File: config.mk
export PLATFORM = sky130hd
export DESIGN_NAME = ttfir_mac_core_flat
export DESIGN_NICKNAME = d
export VERILOG_FILES = /design/src/rtl/ttfir_mac_core_if.sv /design/src/rtl/ttfir_mac_core.sv /design/src/flat_wrapper.sv
export SDC_FILE = /design/constraint.sdc
export NUM_CORES = 1
export LEC_CHECK = 0
export ABC_AREA = 1
export ABC_CLOCK_PERIOD_IN_PS = 6900
export CAP_MARGIN = 25
export CORE_MARGIN = 2
export CORE_UTILIZATION = 40
export DETAILED_ROUTE_END_ITERATION = 12
export GPL_TIMING_DRIVEN = 0
export SYNTH_ARGS = -nofsm -noshare
export SYNTH_HDL_FRONTEND = slang
export SYNTH_SLANG_ARGS = --single-unit
File: constraint.sdc
create_clock -name clk -period 6.9 [get_ports clk]
set_input_delay 1.38 -clock clk [delete_from_list [all_inputs] [get_ports clk]]
set_output_delay 1.38 -clock clk [all_outputs]
set_load 0.02 [all_outputs]
File: src/rtl/ttfir_mac_core_if.sv
// ttfir_mac_core_if: sample/coefficient input bus and filtered output bus of the FIR core
interface ttfir_mac_core_if #(
   parameter int BW_DIN = 6,
   parameter int BW_OUT = 8
);
   logic load;
   logic din_valid;
   logic signed [BW_DIN-1:0] din;
   logic din_ready;
   logic signed [BW_OUT-1:0] dout;
   logic dout_valid;
   logic sat;
   modport master (output load, din_valid, din, input din_ready, dout, dout_valid, sat);
   modport slave (input load, din_valid, din, output din_ready, dout, dout_valid, sat);
endinterface

File: src/rtl/ttfir_mac_core.sv
// ttfir_mac_core: time-multiplexed FIR, one MAC iterating over streamed-in taps
module ttfir_mac_core #(
   parameter int N_TAPS = 4,
   parameter int BW_IN = 6,
   parameter int BW_COEF = 6,
   parameter int BW_OUT = 8,
   parameter int SHIFT = 5
) (
   input logic clk,
   input logic reset,
   ttfir_mac_core_if.slave bus
);
   localparam int PW = BW_IN + BW_COEF;
   localparam int BW_ACC = PW + $clog2(N_TAPS);
   localparam int TW = $clog2(N_TAPS);
   localparam logic signed [BW_ACC:0] HALF = 2 ** (SHIFT - 1);
   localparam logic signed [BW_ACC:0] OMAX = 2 ** (BW_OUT - 1) - 1;
   localparam logic signed [BW_ACC:0] OMIN = -(2 ** (BW_OUT - 1));
   typedef enum logic [1:0] {LOAD, RUN_IDLE, MAC} state_t;
   state_t state, state_nxt;
   logic signed [BW_COEF-1:0] coef [N_TAPS];
   logic signed [BW_IN-1:0] x [N_TAPS];
   logic signed [BW_ACC-1:0] acc, sum;
   logic signed [PW-1:0] prod;
   logic signed [BW_ACC:0] rnd, r;
   logic [TW-1:0] count, tap;
   logic accept, last;
   assign bus.din_ready = state != MAC;
   assign accept = bus.din_valid && bus.din_ready;
   assign last = tap == TW'(N_TAPS - 1);
   assign prod = coef[tap] * x[tap];
   assign sum = acc + {{(BW_ACC - PW){prod[PW-1]}}, prod};
   // extra headroom bit so the rounding offset can never wrap the full-precision sum
   assign rnd = {sum[BW_ACC-1], sum} + HALF;
   assign r = rnd >>> SHIFT;
   always_comb begin
      state_nxt = state;
      case (state)
         LOAD: if (accept && bus.load && count == TW'(N_TAPS - 1)) state_nxt = RUN_IDLE;
         RUN_IDLE: if (accept && bus.load) state_nxt = LOAD; else if (accept) state_nxt = MAC;
         default: if (last) state_nxt = RUN_IDLE;
      endcase
   end
   always_ff @(posedge clk) begin
      if (reset) begin
         state <= LOAD;
         count <= '0;
         tap <= '0;
         acc <= '0;
         bus.dout <= '0;
         bus.sat <= 1'b0;
         bus.dout_valid <= 1'b0;
         for (int k = 0; k < N_TAPS; k++) begin
            coef[k] <= '0;
            x[k] <= '0;
         end
      end else begin
         state <= state_nxt;
         bus.dout_valid <= 1'b0;
         if (accept && bus.load) begin
            coef[0] <= bus.din[BW_COEF-1:0];
            for (int k = 1; k < N_TAPS; k++) coef[k] <= coef[k-1];
            count <= state == LOAD ? count + TW'(1) : TW'(1);
            // a reload starts a fresh stream: stale history must not leak into it
            if (state == RUN_IDLE) for (int k = 0; k < N_TAPS; k++) x[k] <= '0;
         end
         if (accept && !bus.load && state == RUN_IDLE) begin
            x[0] <= bus.din[BW_IN-1:0];
            for (int k = 1; k < N_TAPS; k++) x[k] <= x[k-1];
            acc <= '0;
            tap <= '0;
         end
         if (state == MAC) begin
            acc <= sum;
            tap <= tap + TW'(1);
            if (last) begin
               bus.dout <= r > OMAX ? OMAX[BW_OUT-1:0] : r < OMIN ? OMIN[BW_OUT-1:0] : r[BW_OUT-1:0];
               bus.sat <= r > OMAX || r < OMIN;
               bus.dout_valid <= 1'b1;
            end
         end
      end
   end
endmodule

File: src/flat_wrapper.sv
// flat-port wrapper written by rule: the top's interface ports become plain ports
module ttfir_mac_core_flat 
#(
   parameter int N_TAPS = 4,
   parameter int BW_IN = 6,
   parameter int BW_COEF = 6,
   parameter int BW_OUT = 8,
   parameter int SHIFT = 5
)
  (clk, reset, bus_load, bus_din_valid, bus_din, bus_din_ready, bus_dout, bus_dout_valid, bus_sat);
  ttfir_mac_core_if #(.BW_DIN(6), .BW_OUT(BW_OUT)) bus_i ();
  input logic clk;
  input logic reset;
  input wire logic [$bits(bus_i.load)-1:0] bus_load;
  input wire logic [$bits(bus_i.din_valid)-1:0] bus_din_valid;
  input wire logic [$bits(bus_i.din)-1:0] bus_din;
  output wire logic [$bits(bus_i.din_ready)-1:0] bus_din_ready;
  output wire logic [$bits(bus_i.dout)-1:0] bus_dout;
  output wire logic [$bits(bus_i.dout_valid)-1:0] bus_dout_valid;
  output wire logic [$bits(bus_i.sat)-1:0] bus_sat;
  assign bus_i.load = bus_load;
  assign bus_i.din_valid = bus_din_valid;
  assign bus_i.din = bus_din;
  assign bus_din_ready = bus_i.din_ready;
  assign bus_dout = bus_i.dout;
  assign bus_dout_valid = bus_i.dout_valid;
  assign bus_sat = bus_i.sat;
  ttfir_mac_core #(.N_TAPS(N_TAPS), .BW_IN(BW_IN), .BW_COEF(BW_COEF), .BW_OUT(BW_OUT), .SHIFT(SHIFT)) u_core (.clk(clk), .reset(reset), .bus(bus_i));
endmodule
==> flow_summary.json, run 1 <==
{
  "crit_required_ns": 7.14,
  "switchingPower_mw": 0.479,
  "row_count": 44,
  "timing.slew.headroom_pct": 57.9,
  "syn-num-nets": 877,
  "antenna_found_initial": 0,
  "max_stage_delay_ns": 0.55,
  "first_pass_iters": 5,
  "nets": 912,
  "power_frac_seq_pct": 36.6,
  "finalCritPeriodShare_pct": 92.6,
  "grt_pass1_wl_um": 21900,
  "cp_max_fo": 10,
  "clk_pin_slew_worst_paths_ns": 0.06,
  "portBuffers": 20,
  "cts.sinks": 80,
  "clock_skew_ns": 0.0121,
  "r2r_setup_slack_ns": 0.51,
  "core_um2": 14500,
  "p_sw_share_pct": 33.8,
  "synth-seq-area-share_pct": 34.2,
  "cpMostUsedCell": "nand2_1",
  "synth_area_um2": 5910,
  "ys_ff_latch": 80,
  "htree_levels": 3,
  "worstSkewPairLatency_ns": 0.35,
  "diodes": 0,
  "start_kind": "flop",
  "grt_max_degree": 23,
  "worst_pin_slew_ns": 0.632,
  "p_comb_share_pct": 30.7,
  "grt_pass1_vias": 4622,
  "p_leak_nw": 3.25,
  "design.die.area_um2": 15800,
  "synth_flop_cell": "edfxtp_1",
  "power_density_nw_per_um2": 208,
  "grt_overflow": 0,
  "dp_hpwl_um": 10400,
  "synth_area_leaders": "edfxtp_1 (21%), dfxtp_1 (13%), nand2_1 (11%)",
  "syn2layout_area_growth_pct": 15.1,
  "final_hold_viol_count": 0,
  "period_minus_slack_ns": 6.39,
  "synth_edf_count": 42,
  "reg2reg_depth": 32,
  "yosys.cell_types.count": 33,
  "yosysMostFrequentCell": "nand2_1",
  "r2r-end": "u_core.bus.dout[3]",
  "finalWirelength_um": 13100,
  "initial_core_util_pct": 40.8,
  "ios": 21,
  "ir_drop_mv": 0.189,
  "crit_slowest_cell": "fa_1",
  "synth_commonest_cells": "nand2_1 (180), inv_1 (158), nor2_1 (107), nand3_1 (56), a21oi_1 (49)",
  "slew_violations": 0,
  "finalSetupViolCount": 0,
  "wire_per_inst_um": 12.7,
  "drt_iter0_markers": 235,
  "hold_depth": 2,
  "cts_tree": "built",
  "cp-end-kind": "flop",
  "path_class": "flop to flop",
  "outcome": "complete, no violations",
  "die_y_um": 126,
  "synth_top_area_share_pct": 21.3,
  "netlist_instances": 802,
  "die_w_um": 126,
  "synth_area_leader_cell": "edfxtp_1",
  "hold_end": "u_core.acc[2]",
  "fin_util_pct": 47.0,
  "worstHoldPathType": "flop to flop",
  "placed_cells": 1007,
  "drive_above_1_share_pct": 8.79,
  "ant_nets": 0,
  "vias_per_cell": 4.74,
  "cell_internal_pwr_mw": 0.938,
  "power_mw": 1.42,
  "yosys_warnings": 0,
  "cp.arrival_ns": 6.63,
  "holdCritStartpoint": "u_core.acc[2]",
  "grt.total_usage_pct": 17.1,
  "fmax_mhz": 157,
  "ctsRootBufferMaster": "clkbuf_16",
  "drc": 0,
  "vias": 4860,
  "gp_congestion": 0.865,
  "clock_path_buffers": 2,
  "hold_slack_ns": 0.470,
  "postSynth.asyncResetShare_pct": 0,
  "max_cap_viol_count": 0,
  "numCtsBuffers": 9,
  "layoutNonFillerInstCount": 1026,
  "clkPwrFrac_pct": 32.7,
  "syn_avg_cell_area_um2": 7.37
}
## final cells by class
| cell class | count | area [um2] |
|---|---|---|
| multi-input cells | 539 | 3300 |
| clock inverters | 4 | 27.5 |
| clock buffers | 12 | 259 |
| fillers | 1472 | 7670 |
| flip-flops and latches | 80 | 2030 |
| repair buffers | 25 | 258 |
| inverters | 166 | 623 |
| well taps | 184 | 230 |
| plain buffers | 16 | 85.1 |
## worst max-delay path by stage
stage,startpoint,endpoint,slack [ns],cells past startpoint
floorplan,flop,u_core.bus.dout[0],0.68,33
global placement,flop,u_core.bus.dout[4],-0.44,33
detailed placement,flop,u_core.bus.dout[4],-0.43,33
CTS,flop,u_core.bus.dout[4],0.06,34
global route,flop,u_core.bus.dout[4],-0.006,34
finish,flop,u_core.bus.dout[3],0.51,32
## worst max-delay path, delay by kind of cell, from the launching register on
| family | cells | cell delay [ns] |
|---|---|---|
| adder cells (fa/ha/maj) | 6 | 2.78 |
| AND/OR/NAND/NOR | 11 | 1.17 |
| AO/OA/AOI/OAI | 6 | 0.99 |
| buffers and inverters | 8 | 0.73 |
| flip-flops | 1 | 0.38 |
| XOR/XNOR | 1 | 0.23 |
## layer usage
metal	vias up	share of wire, %	routed length (um)	global-route usage (%)
met1	2216	50	6550	23.4
met3	10	2.1	274	2.82
met2	45	47	6080	28.2
li1	2589	-	-	-
met5	-	0	0	0
met4	0	1.2	161	4.90
## power by group through the flow
stage                     Clock [mW]  Combinational (mW)  Sequential (mW)
after floorplan                    0               0.333            0.527
after global placement             0               0.418            0.529
after detailed placement           0               0.424            0.529
after CTS                      0.473               0.427            0.519
after global routing           0.488               0.507            0.520
final                          0.463               0.435            0.518
## logic make-up after synthesis
| family | Yosys count | share of synthesized area [%] |
|---|---|---|
| adder cells (fa/ha/maj) | 65 | 17.2 |
| flip-flops | 80 | 34.2 |
| AO/OA/AOI/OAI | 89 | 8.70 |
| AND/OR/NAND/NOR | 373 | 26.4 |
| XOR/XNOR | 12 | 1.78 |
| buffers and inverters | 183 | 11.7 |
## cells in the final DEF, fill, tap and decap left out, types with 9 or more instances in the layout
cell type	instances
dfxtp_1	37
clkdlybuf4s50_1	20
ha_1	37
inv_1	155
nand4_1	9
clkbuf_16	10
a21oi_1	48
xor2_1	9
nor2_1	104
edfxtp_1	42
nand2_1	179
inv_2	9
o21ai_0	14
nand3_1	55
fa_1	25
## stage by stage
stage	cell area (um2)	setup WS, ns	TNS (ns)
floorplan	5910	0.676	0
finish	6810	0.513	0
global route	6810	-0.00648	-0.0127
detailed placement	6370	-0.434	-3.27
global placement	6340	-0.437	-3.42
CTS	6680	0.0587	0
## state kept, by name, summed over array words and instances (netlist names), named ones only
signal                 flops
u_core.acc                14
u_core.bus.dout            8
u_core.bus.dout_valid      1
u_core.bus.sat             1
u_core.coef               24
u_core.count               2
u_core.state               2
u_core.tap                 2
u_core.x                  24
## what timing repair did
item / CTS / global route
gates cloned: 0 / 0
endpoints found under the setup margin: 9 / 9
resized for setup: 8 / 35
buffers inserted: 0 / 4
pin swaps: 0 / 7
hold buffers: 0 / 0
No activity file was read; power rests on OpenSTA's default activity.
==> inputs of run 2 (changes only) <==
TNS_END_PERCENT = 30   (was default)
==> results of run 2 <==
No change in the layout: final DEF, timing and power equal those of run 1.
